--- src/rtl/scan_select_gen.sv ---
// scan_select_gen: select-code generator feeding the d/c/b/a inputs of a
// 4-to-16 decoder. In auto-scan it steps the code 0..LAST_CH with a
// programmable dwell per code. In direct mode it takes single codes over a
// valid/ready handshake. strobe marks the first cycle of every new code, and
// wrap marks the LAST_CH -> 0 step of the scan.
//
// Optional build macro: SCAN_GRAY_EN -- when defined, the auto-scan code is
// the Gray encoding of the scan index. Direct-mode codes are never converted.
module scan_select_gen #(
    parameter int DWELL_W = 8,
    parameter int LAST_CH = 15
) (
    input  logic               clk,
    input  logic               rst_n,
    input  logic               en,
    input  logic               mode,
    input  logic [DWELL_W-1:0] dwell,
    input  logic               req_valid,
    input  logic [3:0]         req_code,
    output logic               req_ready,
    output logic               d,
    output logic               c,
    output logic               b,
    output logic               a,
    output logic               strobe,
    output logic               wrap,
    output logic               err,
    output logic               busy
);

    typedef enum logic [1:0] {
        IDLE = 2'd0,
        SCAN = 2'd1,
        HOLD = 2'd2
    } state_t;

    localparam logic [3:0] LAST_CODE = 4'(LAST_CH);

    state_t             state_reg, state_next;
    logic [3:0]         code_reg, code_next;
    logic [3:0]         idx_reg, idx_next;
    logic [DWELL_W-1:0] cnt_reg, cnt_next;
    logic [DWELL_W-1:0] lim_reg, lim_next;
    logic               strobe_reg, strobe_next;
    logic               wrap_reg, wrap_next;
    logic               err_reg, err_next;

    // Terminal count for the dwell counter; a dwell of 0 behaves like 1.
    logic [DWELL_W-1:0] dwell_lim;
    assign dwell_lim = (dwell == '0) ? '0 : dwell - DWELL_W'(1);

    // Next scan index, wrapping after LAST_CH.
    logic [3:0] idx_adv;
    assign idx_adv = (idx_reg == LAST_CODE) ? 4'd0 : idx_reg + 4'd1;

    // Scan index to decoder code.
    function automatic logic [3:0] scan_map(input logic [3:0] idx);
`ifdef SCAN_GRAY_EN
        return idx ^ (idx >> 1);
`else
        return idx;
`endif
    endfunction

    // Next-state and next-output decode; en has priority over mode,
    // mode changes over dwell expiry and handshakes.
    always_comb begin
        state_next  = state_reg;
        code_next   = code_reg;
        idx_next    = idx_reg;
        cnt_next    = cnt_reg;
        lim_next    = lim_reg;
        strobe_next = 1'b0;
        wrap_next   = 1'b0;
        err_next    = 1'b0;

        if (!en) begin
            state_next = IDLE;
        end else begin
            case (state_reg)
                IDLE: begin
                    if (!mode) begin
                        state_next  = SCAN;
                        idx_next    = 4'd0;
                        code_next   = scan_map(4'd0);
                        cnt_next    = '0;
                        lim_next    = dwell_lim;
                        strobe_next = 1'b1;
                    end else begin
                        state_next = HOLD;
                    end
                end
                SCAN: begin
                    if (mode) begin
                        // Freeze on the current code for direct access.
                        state_next = HOLD;
                        cnt_next   = '0;
                    end else if (cnt_reg == lim_reg) begin
                        // Dwell expired: advance and re-sample the dwell.
                        cnt_next    = '0;
                        idx_next    = idx_adv;
                        code_next   = scan_map(idx_adv);
                        lim_next    = dwell_lim;
                        strobe_next = 1'b1;
                        wrap_next   = (idx_reg == LAST_CODE);
                    end else begin
                        cnt_next = cnt_reg + DWELL_W'(1);
                    end
                end
                HOLD: begin
                    if (!mode) begin
                        // Returning to auto-scan always restarts at index 0.
                        state_next  = SCAN;
                        idx_next    = 4'd0;
                        code_next   = scan_map(4'd0);
                        cnt_next    = '0;
                        lim_next    = dwell_lim;
                        strobe_next = 1'b1;
                    end else if (req_valid) begin
                        // req_ready is high throughout HOLD, so valid alone
                        // means a transfer. Out-of-range codes are rejected.
                        if (req_code <= LAST_CODE) begin
                            code_next   = req_code;
                            strobe_next = 1'b1;
                        end else begin
                            err_next = 1'b1;
                        end
                    end
                end
                default: begin
                    state_next = IDLE;
                end
            endcase
        end
    end

    // State and output registers with synchronous active-low reset.
    always_ff @(posedge clk) begin
        if (!rst_n) begin
            state_reg  <= IDLE;
            code_reg   <= 4'd0;
            idx_reg    <= 4'd0;
            cnt_reg    <= '0;
            lim_reg    <= '0;
            strobe_reg <= 1'b0;
            wrap_reg   <= 1'b0;
            err_reg    <= 1'b0;
        end else begin
            state_reg  <= state_next;
            code_reg   <= code_next;
            idx_reg    <= idx_next;
            cnt_reg    <= cnt_next;
            lim_reg    <= lim_next;
            strobe_reg <= strobe_next;
            wrap_reg   <= wrap_next;
            err_reg    <= err_next;
        end
    end

    assign {d, c, b, a} = code_reg;
    assign strobe       = strobe_reg;
    assign wrap         = wrap_reg;
    assign err          = err_reg;
    assign busy         = (state_reg != IDLE);
    assign req_ready    = (state_reg == HOLD);

endmodule

--- config.mk ---
export PLATFORM = sky130hd
export DESIGN_NAME = scan_select_gen
export DESIGN_NICKNAME = d
export VERILOG_FILES = /design/src/rtl/scan_select_gen.sv
export SDC_FILE = /design/constraint.sdc
export NUM_CORES = 1
export LEC_CHECK = 0
export ABC_AREA = 1
export BUFFER_PORTS_ARGS = -buffer_cell sky130_fd_sc_hd__buf_2
export CAP_MARGIN = 20
export CORE_ASPECT_RATIO = 0.8
export CORE_UTILIZATION = 35
export CTS_BUF_LIST = sky130_fd_sc_hd__clkbuf_8
export DETAILED_ROUTE_END_ITERATION = 10
export PLACE_DENSITY = 0.51
export SYNTH_ARGS = -nofsm -noshare
export SYNTH_HDL_FRONTEND = slang
export SYNTH_SLANG_ARGS = --single-unit
--- constraint.sdc ---
create_clock -name clk -period 1.3 [get_ports clk]
set_input_delay 0.13 -clock clk [delete_from_list [all_inputs] [get_ports clk]]
set_output_delay 0.13 -clock clk [all_outputs]
set_load 0.03 [all_outputs]
======== Word-level counts from Yosys, hierarchy flattened ========
Cells that the tools add are included.
Widths: inputs -> output; s select.
storage, ports and cells
  register bits after elaboration ......... 29
  output and inout bits ................... 9
  word-level logic and storage cells ...... 71
cells by class
  add/subtract/negate cells ............... 3
  magnitude comparators ................... 1
  equal/unequal tests ..................... 12
  muxes and demuxes ....................... 30
  bitwise operators ....................... 4
  reduce and logical (&&, ||, !) cells .... 13
operator list
  kind                 number
  $mux 8               7
  $pmux 8 s2           2
  $mux 4               7
  $ne 2x2->1 const B   6
  $pmux 4 s3           1
  $reduce_and 5->1     2
  $add 8x1->8 const B  1
  $eq 8x8->1           1
  $logic_not 8->1      1
  $pmux 4 s2           1
  $sub 8x1->8 const B  1
  $mux 1               7
  $reduce_and 7->1     1
  $mux 2               3
  $pmux 2 s3           1
  $reduce_or 5->1      1
  $add 4x1->4 const B  1
  $eq 4x4->1 const B   1
  $le 4x4->1 const B   1
  $not 1->1            4
  $reduce_and 2->1     2
  $reduce_bool 2->1    2
  $ne 3x2->1 const B   1
  $ne 3x3->1 const B   1
  7 further kinds      7

======== Depth between registers and ports, before layout ========
  depth after elaboration ................. 5
  depth in mapped cells ................... 11
  depth with buffers taken out ............ 11

======== Worst setup path before layout ========
No wires, ideal clock.
  path kind ............................... register -> register
  start point ............................. register state_reg[0]
  end point ............................... register code_reg[3]
  arrival time ............................ 1484 ps
  required time ........................... 1187 ps
  path slack .............................. -297 ps
  cell stages (with the launch flop) ...... 10
  clock period less this slack ............ 1597 ps
  cell sequence ........................... dfxtp_1 > inv_2 > ha_1 > inv_1 > nand2_1 > o211ai_1 > nor2_2 > nand3_1 > nor2_1 > nor2_1
on the way
  word-level cells in the longest chain between the ends .. 3
  elaborated cells between the ends (all ways) .. 11
  those cells by class .................... eq/ne: 7; mux: 1; reduce/logical: 3
RTL lines
  item                                                RTL line  source
  start: declaration                                  39        state_t state_reg, state_next;
  start signal: assignment                            149       state_reg <= state_next;
  $eq 2x2->1 *                                        -
  net req_ready                                       20        output logic req_ready,
  $ne 3x2->1 (no line), or another cell as far along  -
  $reduce_and 7->1 (no line)                          -
  end signal: assignment                              150       code_reg <= code_next;
  end: declaration                                    40        logic [3:0] code_reg, code_next;
The timed path passes the listed nets; every way through them passes the cells marked *.
A chain may end at the register's enable or synchronous reset.

======== Final worst setup path ========
  start point ............................. register state_reg[0]
  end point ............................... register code_reg[1]
on the way
  word-level cells in the longest chain between the ends .. 3
  elaborated cells between the ends (all ways) .. 11
  those cells by class .................... eq/ne: 7; mux: 1; reduce/logical: 3
RTL lines
  item                                                RTL line  source
  $eq 2x2->1, or another cell as far along            80        case (state_reg)
  $ne 3x2->1 (no line), or another cell as far along  -
  $reduce_and 7->1 (no line)                          -
Parallel ways exist; a longest one is shown, timed or not.

==> impl_results.md <==
* Top cell type's share of synthesized area at 29.9%
* Source-to-sink clock delay at the later pin of the worst-skew pair at 0.28 ns
* Distinct cell type count after synthesis at 29
* Number of endpoints failing setup at the final stage at 24
* Total clock sinks at 28
* P_int at 0.00156 W
* Final setup skew at 0.00480 ns
* Yosys warns at 0
* Fin Setup TNS at -2.20 ns
* Leading cell types in the layout, fill and taps excluded: nand2_1 (73), buf_4 (32), nor2_1 (26)
* Overflow after GRT at 0
* Endpoint of the lowest-slack register-to-register path: code_reg[1]$_SDFFE_PN0P_
* Post-Route WL at 4390 um
* Worst Setup Slack post-DPL at -0.166 ns
* Die W at 83.8 um
* Final RePlAce weighted congestion at 0.758
* Proportion of layout cells with a drive suffix above 1 at 43.3%
* Biggest area contributors in the synthesized netlist: dfxtp_1 (30%), nand2_1 (17%), nand3_1 (9.6%)
* Post-Syn Area at 1870 um2
* First-pass GRT wire length at 7390 um
* # Max-Cap Violations at 0
* Launch instance of the worst min-delay path: rst_n
* Lkg Pwr at 1.26 nW
* Total vias in the final route at 1,874
* Max Fclk at 679 MHz
* Sequential element share of the synthesized area at 29.9%
* Post-Route Utilization at 53.9%
* Type of element launching the critical path: flop
* Antenna cells at 0
* Clock Power Share at 23.8%
* Reg-to-reg slack, setup at -0.17 ns
* Final hold vios at 0
* Failing checks: setup timing
* Multi-input gate area in the final layout at 1330 um2
* Proportion of power drawn by combinational gates at 35.1%
* Std-Cell Rows at 23
* Cell depth of the worst flop-to-flop path at 9
* Power density relative to cell area at 852 nW/um2
* Buffer cell driving the clock tree root: clkbuf_8
* Hold path depth at 3
* Vias per cell at 4.56
* Net count after synthesis at 314
* Hold Buf Count CTS at 0
* Clock tree from TritonCTS: yes
* Number of nets with antenna violations after detailed routing at 0
* Top Ports at 26
* Half-perimeter wire length after detailed placement at 3180 um
* Number of storage elements in the synthesis netlist at 28
* RSZ-0062 raised after global routing: true
* Overall die area at 5650 um2
* Slack of the critical path at -0.173 ns
* Clk buf depth at 2
* Peak supply drop at 496 uV
* Switching fraction of total power at 32.8%
* Pre-Repair DR Iteration Count at 4
* Most common cell after layout, fill and taps aside: nand2_1
* Number of H-tree levels at 1
* Worst Setup Path Type: reg2reg
* Proportion of power drawn by flip-flops and latches at 41.1%
* Register area at 584 um2
* Worst R2R Start: state_reg[0]$_SDFFE_PN0P_
* # DRC at 0
* Required time worst endpoint at 1.48 ns
* Pin count of the biggest net entering global routing at 25
* Port Buf Inserts at 24
* Area leader, netlist: dfxtp_1
* Initial Util at 37.0%
* Via count of the first global-routing pass at 1,711
* Final period util at 113%
* DIE HEIGHT at 67.4 um
* Tot GR Track Use at 16.2%
* Final Hold Slack at 0.158 ns
* Initial drt markers at 62
* Inserted Clock Buffers at 3
* Worst-path clk slew at 0.10 ns
* Antenna violations before repair at 0
* Endpoint with the worst hold slack: cnt_reg[0]$_SDFFE_PN0P_
* Hold crit path type: in2reg
* CP Data Arrival Time at 1.66 ns
* Status: finished with violations
* Net load switching power at 0.000763 W
* Final-report max-slew violation count at 0
* Min cycle time layout at 1.47 ns
* Worst-path maximum fanout at 6
* Routed wirelength normalized by instance count at 10.7 um
* Mean area per synthesized cell at 6.48 um2
* Number of inserted filler cells in the final layout at 498
* Endpoint type of the worst setup path: flop
* Total core area at 5060 um2
* Mapped Cells at 289
* # nets final at 375
* Area growth from synthesis to final layout at 45.9%
==> area by class of cell <==
type	instances	area share, %
Sequential cell	28	21.4
Multi-Input combinational cell	216	48.9
Timing Repair Buffer	66	19.5
Clock buffer	4	2.02
Tap cell	62	2.84
Inverter	35	5.36
==> worst max path at each step <==
| stage | start | endpoint | slack (ns) |
|---|---|---|---|
| floorplan | state_reg[0]$_SDFFE_PN0P_ | code_reg[3]$_SDFFE_PN0P_ | -0.11 |
| global placement | state_reg[1]$_SDFFE_PN0P_ | cnt_reg[5]$_SDFFE_PN0P_ | -0.16 |
| detailed placement | state_reg[1]$_SDFFE_PN0P_ | code_reg[3]$_SDFFE_PN0P_ | -0.17 |
| CTS | state_reg[0]$_SDFFE_PN0P_ | code_reg[3]$_SDFFE_PN0P_ | -0.10 |
| global route | state_reg[0]$_SDFFE_PN0P_ | code_reg[0]$_SDFFE_PN0P_ | -0.29 |
| finish | state_reg[0]$_SDFFE_PN0P_ | code_reg[1]$_SDFFE_PN0P_ | -0.17 |
==> cells in the mapped netlist, drive strengths merged <==
cell type and number:
nand4 2, nand2 86, inv 35, a21oi 19, xnor2 4, conb 1
o211ai 1, nor2 38, a21boi 2, a22o 1, dfxtp 28, xor2 3
nor3 2, ha 8, or2 2, nand3 39, o21ai 6, o22ai 2
buf 10
==> layer usage <==
| metal | part of all wire (%) | global-route usage (%) |
|---|---|---|
| met3 | 2.7 | 3.30 |
| met5 | 0 | 0 |
| met1 | 52 | 21.4 |
| met4 | 0.80 | 3.81 |
| met2 | 45 | 27.7 |
==> metrics by stage <==
| stage | total power [W] | area [um2] | std cells |
|---|---|---|---|
| 2_1_floorplan | 0.00141 | 1910 | 289 |
| 3_3_place_gp | 0.00161 | 2300 | 398 |
| 3_5_place_dp | 0.00161 | 2300 | 398 |
| 4_1_cts | 0.00223 | 2460 | 404 |
| 5_1_grt | 0.00248 | 2730 | 411 |
| 6_report | 0.00233 | 2730 | 411 |
==> power groups by stage <==
| stage | logic [W] | registers, W | clock network, W |
|---|---|---|---|
| 3_3_place_gp | 0.000642 | 0.000971 | 0 |
| 6_report | 0.000817 | 0.000956 | 0.000553 |
| 4_1_cts | 0.000689 | 0.000955 | 0.000583 |
| 5_1_grt | 0.000904 | 0.000965 | 0.000615 |
| 3_5_place_dp | 0.000642 | 0.000972 | 0 |
| 2_1_floorplan | 0.000412 | 0.000996 | 0 |
==> kinds of logic after synthesis <==
family,synth area share [%]
compound gates,9.02
xor+xnor,3.28
fa+ha+maj,5.35
buf+inv,12.0
flops,29.9
other cells,0.200
simple gates,40.2
==> critical path, stage by stage (launching register included) <==
cell and delay, ns:
dfxtp_4 0.38, inv_4 0.05, ha_4 0.17, inv_2 0.05, nand2_2 0.05, o211ai_1 0.28
nor2_4 0.11, buf_4 0.15, a21oi_2 0.10, nor2_1 0.04
==> what timing repair did <==
item                                   4_1_cts  5_1_grt
cloned                                       0        2
endpoints found under the hold margin        0        0
gates resized for setup                     28       56
buffers inserted                             2        5
setup endpoints to repair                   29       29
pin swaps                                   13        9
(Power assumes the default switching activity.)
